## config.mk

```make
export PLATFORM = sky130hd
export DESIGN_NAME = pc_hazard_controller
export DESIGN_NICKNAME = d
export VERILOG_FILES = /design/src/rtl/pc_hazard_controller.sv
export SDC_FILE = /design/constraint.sdc
export NUM_CORES = 1
export LEC_CHECK = 0
export ABC_CLOCK_PERIOD_IN_PS = 2070
export BUFFER_PORTS_ARGS = -buffer_cell sky130_fd_sc_hd__buf_2
export CAP_MARGIN = 40
export CORE_MARGIN = 2
export CORE_UTILIZATION = 50
export CTS_BUF_LIST = sky130_fd_sc_hd__clkbuf_4 sky130_fd_sc_hd__clkbuf_8
export CTS_CLUSTER_DIAMETER = 30
export DETAILED_ROUTE_END_ITERATION = 16
export PLACE_DENSITY = 0.78
export SKIP_CTS_REPAIR_TIMING = 1
export SYNTH_ARGS = -nofsm -noshare
export SYNTH_HDL_FRONTEND = slang
export SYNTH_SLANG_ARGS = --single-unit
```

## constraint.sdc

```tcl
create_clock -name Clk -period 2.07 [get_ports Clk]
set_input_delay 0.1035 -clock Clk [delete_from_list [all_inputs] [get_ports Clk]]
set_output_delay 0.1035 -clock Clk [all_outputs]
set_load 0.02 [all_outputs]
```

## src/rtl/pc_hazard_controller.sv

```systemverilog
// PC / pipeline-register sequencer for the 5-stage MIPS datapath: load-use stalls,
// branch/jump redirects, data-memory waits, plus a saturating stall counter and watchdog.
module pc_hazard_controller #(
  parameter int unsigned CNT_W    = 16,
  parameter int unsigned WDOG_MAX = 255
) (
  input  logic             Clk,
  input  logic             Reset,
  input  logic [4:0]       IFID_Rs,
  input  logic [4:0]       IFID_Rt,
  input  logic             IFID_UsesRt,
  input  logic             IDEX_MemRead,
  input  logic [4:0]       IDEX_Rt,
  input  logic             EX_BranchTaken,
  input  logic             ID_Jump,
  input  logic             MemBusy,
  input  logic             MemDone,
  output logic             PCWrite,
  output logic [1:0]       PCSel,
  output logic             IFIDWrite,
  output logic             IFIDFlush,
  output logic             IDEXBubble,
  output logic [CNT_W-1:0] StallCount,
  output logic             Timeout,
  output logic [1:0]       State
);

  localparam int unsigned WD_W = $clog2(WDOG_MAX + 1);

  typedef enum logic [1:0] {
    RUN      = 2'b00,
    LU_STALL = 2'b01,
    MEM_WAIT = 2'b10
  } state_t;

  state_t            state_q, state_d;
  logic [CNT_W-1:0]  stall_q, stall_d;
  logic [WD_W-1:0]   wdog_q, wdog_d;
  logic              timeout_q, timeout_d;

  logic              lu;
  logic              pc_write, ifid_write, ifid_flush, idex_bubble;
  logic [1:0]        pc_sel;

  // $zero is never a real producer, so a load targeting it cannot create a hazard
  assign lu = IDEX_MemRead && (IDEX_Rt != 5'd0) &&
              ((IDEX_Rt == IFID_Rs) || (IFID_UsesRt && (IDEX_Rt == IFID_Rt)));

  always_comb begin
    pc_write    = 1'b0;
    pc_sel      = 2'b00;
    ifid_write  = 1'b0;
    ifid_flush  = 1'b0;
    idex_bubble = 1'b0;
    state_d     = state_q;

    case (state_q)
      RUN, LU_STALL: begin
        if (MemBusy) begin
          state_d = MEM_WAIT;
        end else if (EX_BranchTaken) begin
          pc_write    = 1'b1;
          pc_sel      = 2'b10;
          ifid_write  = 1'b1;
          ifid_flush  = 1'b1;
          idex_bubble = 1'b1;
          state_d     = RUN;
        end else if (lu && (state_q == RUN)) begin
          idex_bubble = 1'b1;
          state_d     = LU_STALL;
        end else if (ID_Jump) begin
          pc_write    = 1'b1;
          pc_sel      = 2'b01;
          ifid_write  = 1'b1;
          ifid_flush  = 1'b1;
          state_d     = RUN;
        end else begin
          pc_write    = 1'b1;
          ifid_write  = 1'b1;
          state_d     = RUN;
        end
      end
      MEM_WAIT: begin
        if (MemDone) begin
          state_d = RUN;
        end
      end
      default: state_d = RUN;
    endcase
  end

  always_comb begin
    stall_d = stall_q;
    if (!pc_write && (stall_q != '1)) begin
      stall_d = stall_q + CNT_W'(1);
    end

    // Count is 1 during the first MEM_WAIT cycle, so Timeout rises at the edge
    // that closes the WDOG_MAX-th waiting cycle.
    wdog_d = '0;
    if (state_d == MEM_WAIT) begin
      if (state_q != MEM_WAIT) begin
        wdog_d = WD_W'(1);
      end else if (wdog_q != WD_W'(WDOG_MAX)) begin
        wdog_d = wdog_q + WD_W'(1);
      end else begin
        wdog_d = wdog_q;
      end
    end

    timeout_d = timeout_q || ((state_q == MEM_WAIT) && (wdog_q == WD_W'(WDOG_MAX)));
  end

  always_ff @(posedge Clk or negedge Reset) begin
    if (!Reset) begin
      state_q   <= RUN;
      stall_q   <= '0;
      wdog_q    <= '0;
      timeout_q <= 1'b0;
    end else begin
      state_q   <= state_d;
      stall_q   <= stall_d;
      wdog_q    <= wdog_d;
      timeout_q <= timeout_d;
    end
  end

  always_comb begin
    if (!Reset) begin
      PCWrite    = 1'b0;
      PCSel      = 2'b00;
      IFIDWrite  = 1'b0;
      IFIDFlush  = 1'b1;
      IDEXBubble = 1'b1;
    end else begin
      PCWrite    = pc_write;
      PCSel      = pc_sel;
      IFIDWrite  = ifid_write;
      IFIDFlush  = ifid_flush;
      IDEXBubble = idex_bubble;
    end
  end

  assign StallCount = stall_q;
  assign Timeout    = timeout_q;
  assign State      = state_q;

endmodule

```

==> results.sh, run 1 <==
export IMPL_final_cell_area_um2=1850
export IMPL_hold_violations=0
export IMPL_die_h_um=59.2
export IMPL_area_growth_syn_to_layout_pct=21.4
export IMPL_die_area_um2=3500
export IMPL_place_hpwl_um=2530
export IMPL_routed_wl_um=3290
export IMPL_route_detailed_drc=0
export IMPL_highest_layer="met3"
export IMPL_die_width_um=59.2
export IMPL_crit_fanout=14
export IMPL_netlist_area_um2=1520
export IMPL_clk_pin_slew_worst_paths_ps=150
export IMPL_slew_headroom=0.744
export IMPL_synth_area_leaders="dfrtp_1 (44%), xnor2_1 (11%), xor2_1 (6.3%)"
export IMPL_grtUsageTotal=0.207
export IMPL_synthFlopType="dfrtp_1"
export IMPL_setup_viol=0
export IMPL_io_buffers=47
export IMPL_fin_skew_ps=1.05
export IMPL_drtAntennaViolNets=0
export IMPL_cts_htree_levels=1
export IMPL_cp_data_arrival_time_ps=2090
export IMPL_route_met3_wl_um=156
export IMPL_nNetsFinal=226
export IMPL_insertion_delay_ps=330
export IMPL_gp_congestion=0.770
export IMPL_synth_edf_count=0
export IMPL_layout_commonest_cell="buf_2"
export IMPL_wl_met2_um=1720
export IMPL_tightest_slew_ps=382
export IMPL_yosysWarnings=0
export IMPL_path_class="flip-flop to flip-flop"
export IMPL_synth_seq_cells=27
export IMPL_m1WireLength_um=1420
export IMPL_num_io_pins=48
export IMPL_grt_max_degree=31
export IMPL_start_util=0.511
export IMPL_grt_pass1_vias=1290
export IMPL_cts_tree="done"
export IMPL_endpoint_kind="flip-flop"
export IMPL_critPathRequiredTime_ps=2300
export IMPL_netlist_top_cell_by_area="dfrtp_1"
export IMPL_numCtsBuffers=3
export IMPL_syn_nets=173
export IMPL_coreArea_um2=2980
export IMPL_ys_seq_area_frac=0.444
export IMPL_status="finished, final reports clean"
export IMPL_final_cell_mix="buf_2 (47), dfrtp_1 (27), xnor2_1 (19), and3_1 (12)"
export IMPL_rsz0062_at_grt="false"
export IMPL_p_leak_nw=0.919
export IMPL_antennaDiodeCount=0
export IMPL_setup_tns_final_ps=0
export IMPL_drv_cap=0
export IMPL_routedWlPerCell_um=14.1
export IMPL_postSynthAreaPerCell_um2=10.3
export IMPL_maxSlewViolCount=0
export IMPL_ys_types=38
export IMPL_final_util=0.621
export IMPL_vias=1282
export IMPL_p_per_area_nw_per_um2=778
export IMPL_synthCells=148
export IMPL_clk_path_buf_depth=2
export IMPL_period_minus_slack_ps=1860
export IMPL_cts_root_buf="clkbuf_4"
export IMPL_grt_ovfl_total=0
export IMPL_async_flop_share=1.00
export IMPL_totalPowerFinal_mw=1.44
export IMPL_post_route_period_util=0.899
export IMPL_rows=20
export IMPL_placedInstanceArea_um2=1800
export IMPL_fmax_mhz=537
export IMPL_first_iter_violations=45
export IMPL_first_pass_iters=4
export IMPL_crit_path_start_kind="flip-flop"
export IMPL_viasPerCell=5.50
export IMPL_max_vdd_ir_drop_mv=0.796
export IMPL_hp_class="primary input to flip-flop"
export IMPL_synth_top_area_frac=0.444
export IMPL_drive_above_1_share=0.340
export IMPL_grt_pass1_wl_um=5610
export IMPL_cts_sinks=27
export IMPL_antenna_found_initial=0
routing by layer:
| layer | vias to the layer above | track usage |
|---|---|---|
| met5 | - | 0 |
| met4 | 0 | 0.0195 |
| met3 | 0 | 0.0415 |
| met2 | 34 | 0.378 |
| met1 | 628 | 0.258 |
| li1 | 620 | - |
state kept, by name, summed over array words and instances, names as in the netlist:
register	cells
StallCount	16
wdog_q	8
State	2
Timeout	1
final timing paths:
kind / start / end / slack, ps / depth (start not counted)
setup / recovery: StallCount[0] / StallCount[12] / 210 / 7
hold / removal: EX_BranchTaken / State[0] / 100 / 3
setup reg to reg: StallCount[0] / StallCount[12] / 210 / 7
hold reg to reg: Timeout / Timeout / 500 / 1
max in group asynchronous: Reset / StallCount[4] / 1480 / 3
min in group asynchronous: Reset / Timeout / 320 / 3
through the flow:
step	setup slack, ps	instances	hold slack [ps]
after floorplan	138	148	-192
after global placement	263	227	149
after detailed placement	237	227	152
after CTS	186	231	-226
after global routing	106	233	97.6
final	209	233	104
critical path, stage by stage (launching register included):
cell     delay, ps
dfrtp_1        470
ha_1           240
and3_1         160
and3_1         250
nand3_1        120
buf_4          200
nand4_1        150
xnor2_1        160
where the power goes:
group	internal, mW	switching [mW]
Combinational	0.215	0.275
Sequential	0.608	0.105
Clock	0.0740	0.162
Total	0.897	0.542
logic make-up after synthesis:
family,share of synthesized area
flip-flops,0.444
buffers and inverters,0.0288
multiplexers,0.0164
AND/OR/NAND/NOR,0.243
adder cells (fa/ha/maj),0.0164
XOR/XNOR,0.173
AO/OA/AOI/OAI,0.0789
cell usage after synthesis, types with 3 or more instances:
master	number
nand4_1	5
nor2_1	12
nor3_1	3
nand2_1	8
and3_1	12
a21oi_1	4
dfrtp_1	27
xnor2_1	19
inv_1	3
xor2_1	11
nand3_1	9
nand3_2	3
area by class of cell:
cell class / instances / area [µm²]
tap: 33 / 41.3
multi-input combinational: 113 / 806
timing repair buffer: 53 / 285
inverter: 3 / 11.3
clock buffer: 3 / 22.5
clock inverter: 1 / 7.51
sequential: 27 / 676
fill: 234 / 1130
No activity file was read; power rests on OpenSTA's default activity.
==> inputs of run 2 (changes only) <==
- ABC_AREA: default -> 1
- PLACE_DENSITY: 0.78 -> 0.77
==> run 2 against run 1 <==
Critical path depth stayed put. Maximum frequency up 1.3%. First-iteration DRC count is 120% higher. Synthesized cell count up 72%.
==> results.sh, run 2 <==
export IMPL_synth_most_common_cell="nand2_1"
export IMPL_synth_seq_cells=27
export IMPL_grt_max_degree=28
export IMPL_min_delay_start="MemBusy"
export IMPL_layout_setup_ws_ps=234
export IMPL_tightest_slew_ps=337
export IMPL_clk_path_buf_depth=2
export IMPL_critPathSlowestCell="dfrtp_1"
export IMPL_rr_startpoint="StallCount[0]"
export IMPL_ys_types=24
export IMPL_max_vdd_ir_drop_mv=0.512
export IMPL_cts_tree="done"
export IMPL_grt_ovfl_total=0
export IMPL_ys_seq_area_frac=0.388
export IMPL_endpoint_kind="flip-flop"
export IMPL_clk_pin_slew_worst_paths_ps=150
export IMPL_cts_htree_levels=1
export IMPL_cp_data_arrival_time_ps=2060
export IMPL_post_place_ws_ps=222
export IMPL_fmax_mhz=545
export IMPL_die_area_um2=3970
export IMPL_setup_viol=0
export IMPL_synthAdderAreaFrac=0.0144
export IMPL_numCtsBuffers=3
export IMPL_routedWlPerCell_um=10.3
export IMPL_path_common_cell="nand3_1"
export IMPL_multiInputGateArea_um2=925
export IMPL_area_growth_syn_to_layout_pct=19.2
export IMPL_ff_latch_area_um2=676
export IMPL_period_minus_slack_ps=1840
export IMPL_die_h_um=63.0
export IMPL_gp_congestion=0.844
export IMPL_synth_area_leaders="dfrtp_1 (39%), nand2_1 (20%), nand3_1 (8.1%)"
export IMPL_final_util=0.621
export IMPL_antennaDiodeCount=0
export IMPL_slowest_delay_ps=480
export IMPL_hold_violations=0
export IMPL_synth_simple_area_share=0.396
export IMPL_coreArea_um2=3340
export IMPL_whs_ps=57.8
export IMPL_first_pass_iters=4
export IMPL_synth_compound_area_frac=0.0396
export IMPL_async_flop_share=1.00
export IMPL_ff2ff_setup_slack_ps=230
export IMPL_grt_pass1_wl_um=6500
export IMPL_viasPerCell=4.86
export IMPL_rows=21
export IMPL_crit_fanout=10
export IMPL_path_cells="ha_1 > nand3_1 > nor2_2 > nand3_2 > buf_4 > nand3_1 > nand2_1"
export IMPL_cts_sinks=27
export IMPL_path_class="flip-flop to flip-flop"
export IMPL_netlist_area_um2=1740
export IMPL_rr_worst_depth=7
export IMPL_synth_mux_area_frac=0
export IMPL_hold_depth=3
export IMPL_place_hpwl_um=2880
export IMPL_cts_root_buf="clkbuf_4"
export IMPL_maxSlewViolCount=0
export IMPL_route_detailed_drc=0
export IMPL_fin_cells=352
export IMPL_nFillCells=315
export IMPL_antenna_found_initial=0
export IMPL_dp_cells=347
export IMPL_post_route_period_util=0.887
export IMPL_status="finished, final reports clean"
export IMPL_insertion_delay_ps=330
export IMPL_fin_skew_ps=13.4
export IMPL_routed_wl_um=3640
export IMPL_crit_path_start_kind="flip-flop"
export IMPL_synth_xor_area_share=0.0755
export IMPL_synthCells=255
export IMPL_drv_cap=0
export IMPL_synth_edf_count=0
export IMPL_yosysWarnings=0
export IMPL_critPathRequiredTime_ps=2290
export IMPL_vias=1712
export IMPL_hp_class="primary input to flip-flop"
export IMPL_first_iter_violations=97
export IMPL_slew_headroom=0.775
export IMPL_synth_common_cells="nand2_1 (94), inv_1 (32), nand3_1 (28), nor2_1 (28), dfrtp_1 (27)"
export IMPL_synth_top_family_by_area="simple AND/OR/NAND/NOR gates"
export IMPL_p_leak_nw=1.21
export IMPL_syn_nets=280
export IMPL_die_width_um=63.0
export IMPL_rsz0062_at_grt="false"
export IMPL_grt_pass1_vias=1537
export IMPL_synth_top_area_frac=0.388
export IMPL_start_util=0.521
export IMPL_layout_commonest_cell="nand2_1"
export IMPL_drive_above_1_share=0.196
export IMPL_num_io_pins=48
export IMPL_grtUsageTotal=0.201
export IMPL_io_buffers=47
export IMPL_synthFlopType="dfrtp_1"
export IMPL_hold_end="State[1]"
export IMPL_final_cell_mix="nand2_1 (94), buf_2 (47), inv_1 (32), nand3_1 (28)"
export IMPL_setup_tns_final_ps=0
export IMPL_p_per_area_nw_per_um2=717
export IMPL_largest_register_ff_count=16
export IMPL_postSynthAreaPerCell_um2=6.82
export IMPL_nNetsFinal=332
export IMPL_netlist_top_cell_by_area="dfrtp_1"
export IMPL_timing_rr_end="StallCount[1]"
export IMPL_drtAntennaViolNets=0
[run 2: cell count changes after synthesis, sizes merged, moves of 4 or more]
cell   previous run  this run
inv               3        32
xnor2            19         9
nand2             8        94
nor2             12        29
o21ai             3         7
nand3            12        30
xor2             11         6
and3             12         0
[run 2: worst max path at each step]
| stage | from | to | slack, ps | cells after the start |
|---|---|---|---|---|
| 6_report | StallCount[0] | StallCount[1] | 230 | 7 |
| 5_1_grt | StallCount[0] | StallCount[13] | 30 | 7 |
| 4_1_cts | StallCount[0] | StallCount[15] | 190 | 7 |
| 3_5_place_dp | wdog_q[0] | wdog_q[0] | 220 | 10 |
| 3_3_place_gp | StallCount[0] | StallCount[13] | 250 | 7 |
| 2_1_floorplan | State[1] | PCWrite | 320 | 5 |
[run 2: cell type report]
class | count | area share
clock buffer | 3 | 0.0109
clock inverter | 1 | 0.00241
inverter | 32 | 0.0579
multi-input combinational | 192 | 0.446
sequential | 27 | 0.326
tap | 46 | 0.0278
timing repair buffer | 51 | 0.129
[run 2: power by group]
| group | internal, mW | leakage (nW) | switching, mW |
|---|---|---|---|
| logic | 0.210 | 0.835 | 0.324 |
| clock network | 0.0724 | 0.0177 | 0.156 |
| registers | 0.607 | 0.361 | 0.118 |
| total | 0.889 | 1.21 | 0.598 |
[run 2: critical path, delay by kind of cell, from the launching register on]
family                   cells  cell delay, ps
buffers and inverters        1             260
adder cells (fa/ha/maj)      1             220
flip-flops                   1             480
AND/OR/NAND/NOR              5             770
[run 2: cells by family after synthesis]
family          count (synthesis)
compound gates                 12
xor+xnor                       15
fa+ha+maj                       2
buf+inv                        36
flops                          27
simple gates                  163
[run 2: metal layers]
metal | GRT usage | up-vias | wire length, µm
li1 | - | 900 | -
met1 | 0.261 | 758 | 1740
met2 | 0.351 | 52 | 1640
met3 | 0.0270 | 2 | 240
met4 | 0.0500 | 0 | 23
met5 | 0 | - | 0
[run 2: metrics by stage]
step / power [mW] / area [µm²]
6_report: 1.49 / 2070
5_1_grt: 1.61 / 2070
4_1_cts: 1.50 / 2050
3_5_place_dp: 1.27 / 2030
3_3_place_gp: 1.26 / 2030
2_1_floorplan: 1.09 / 1740
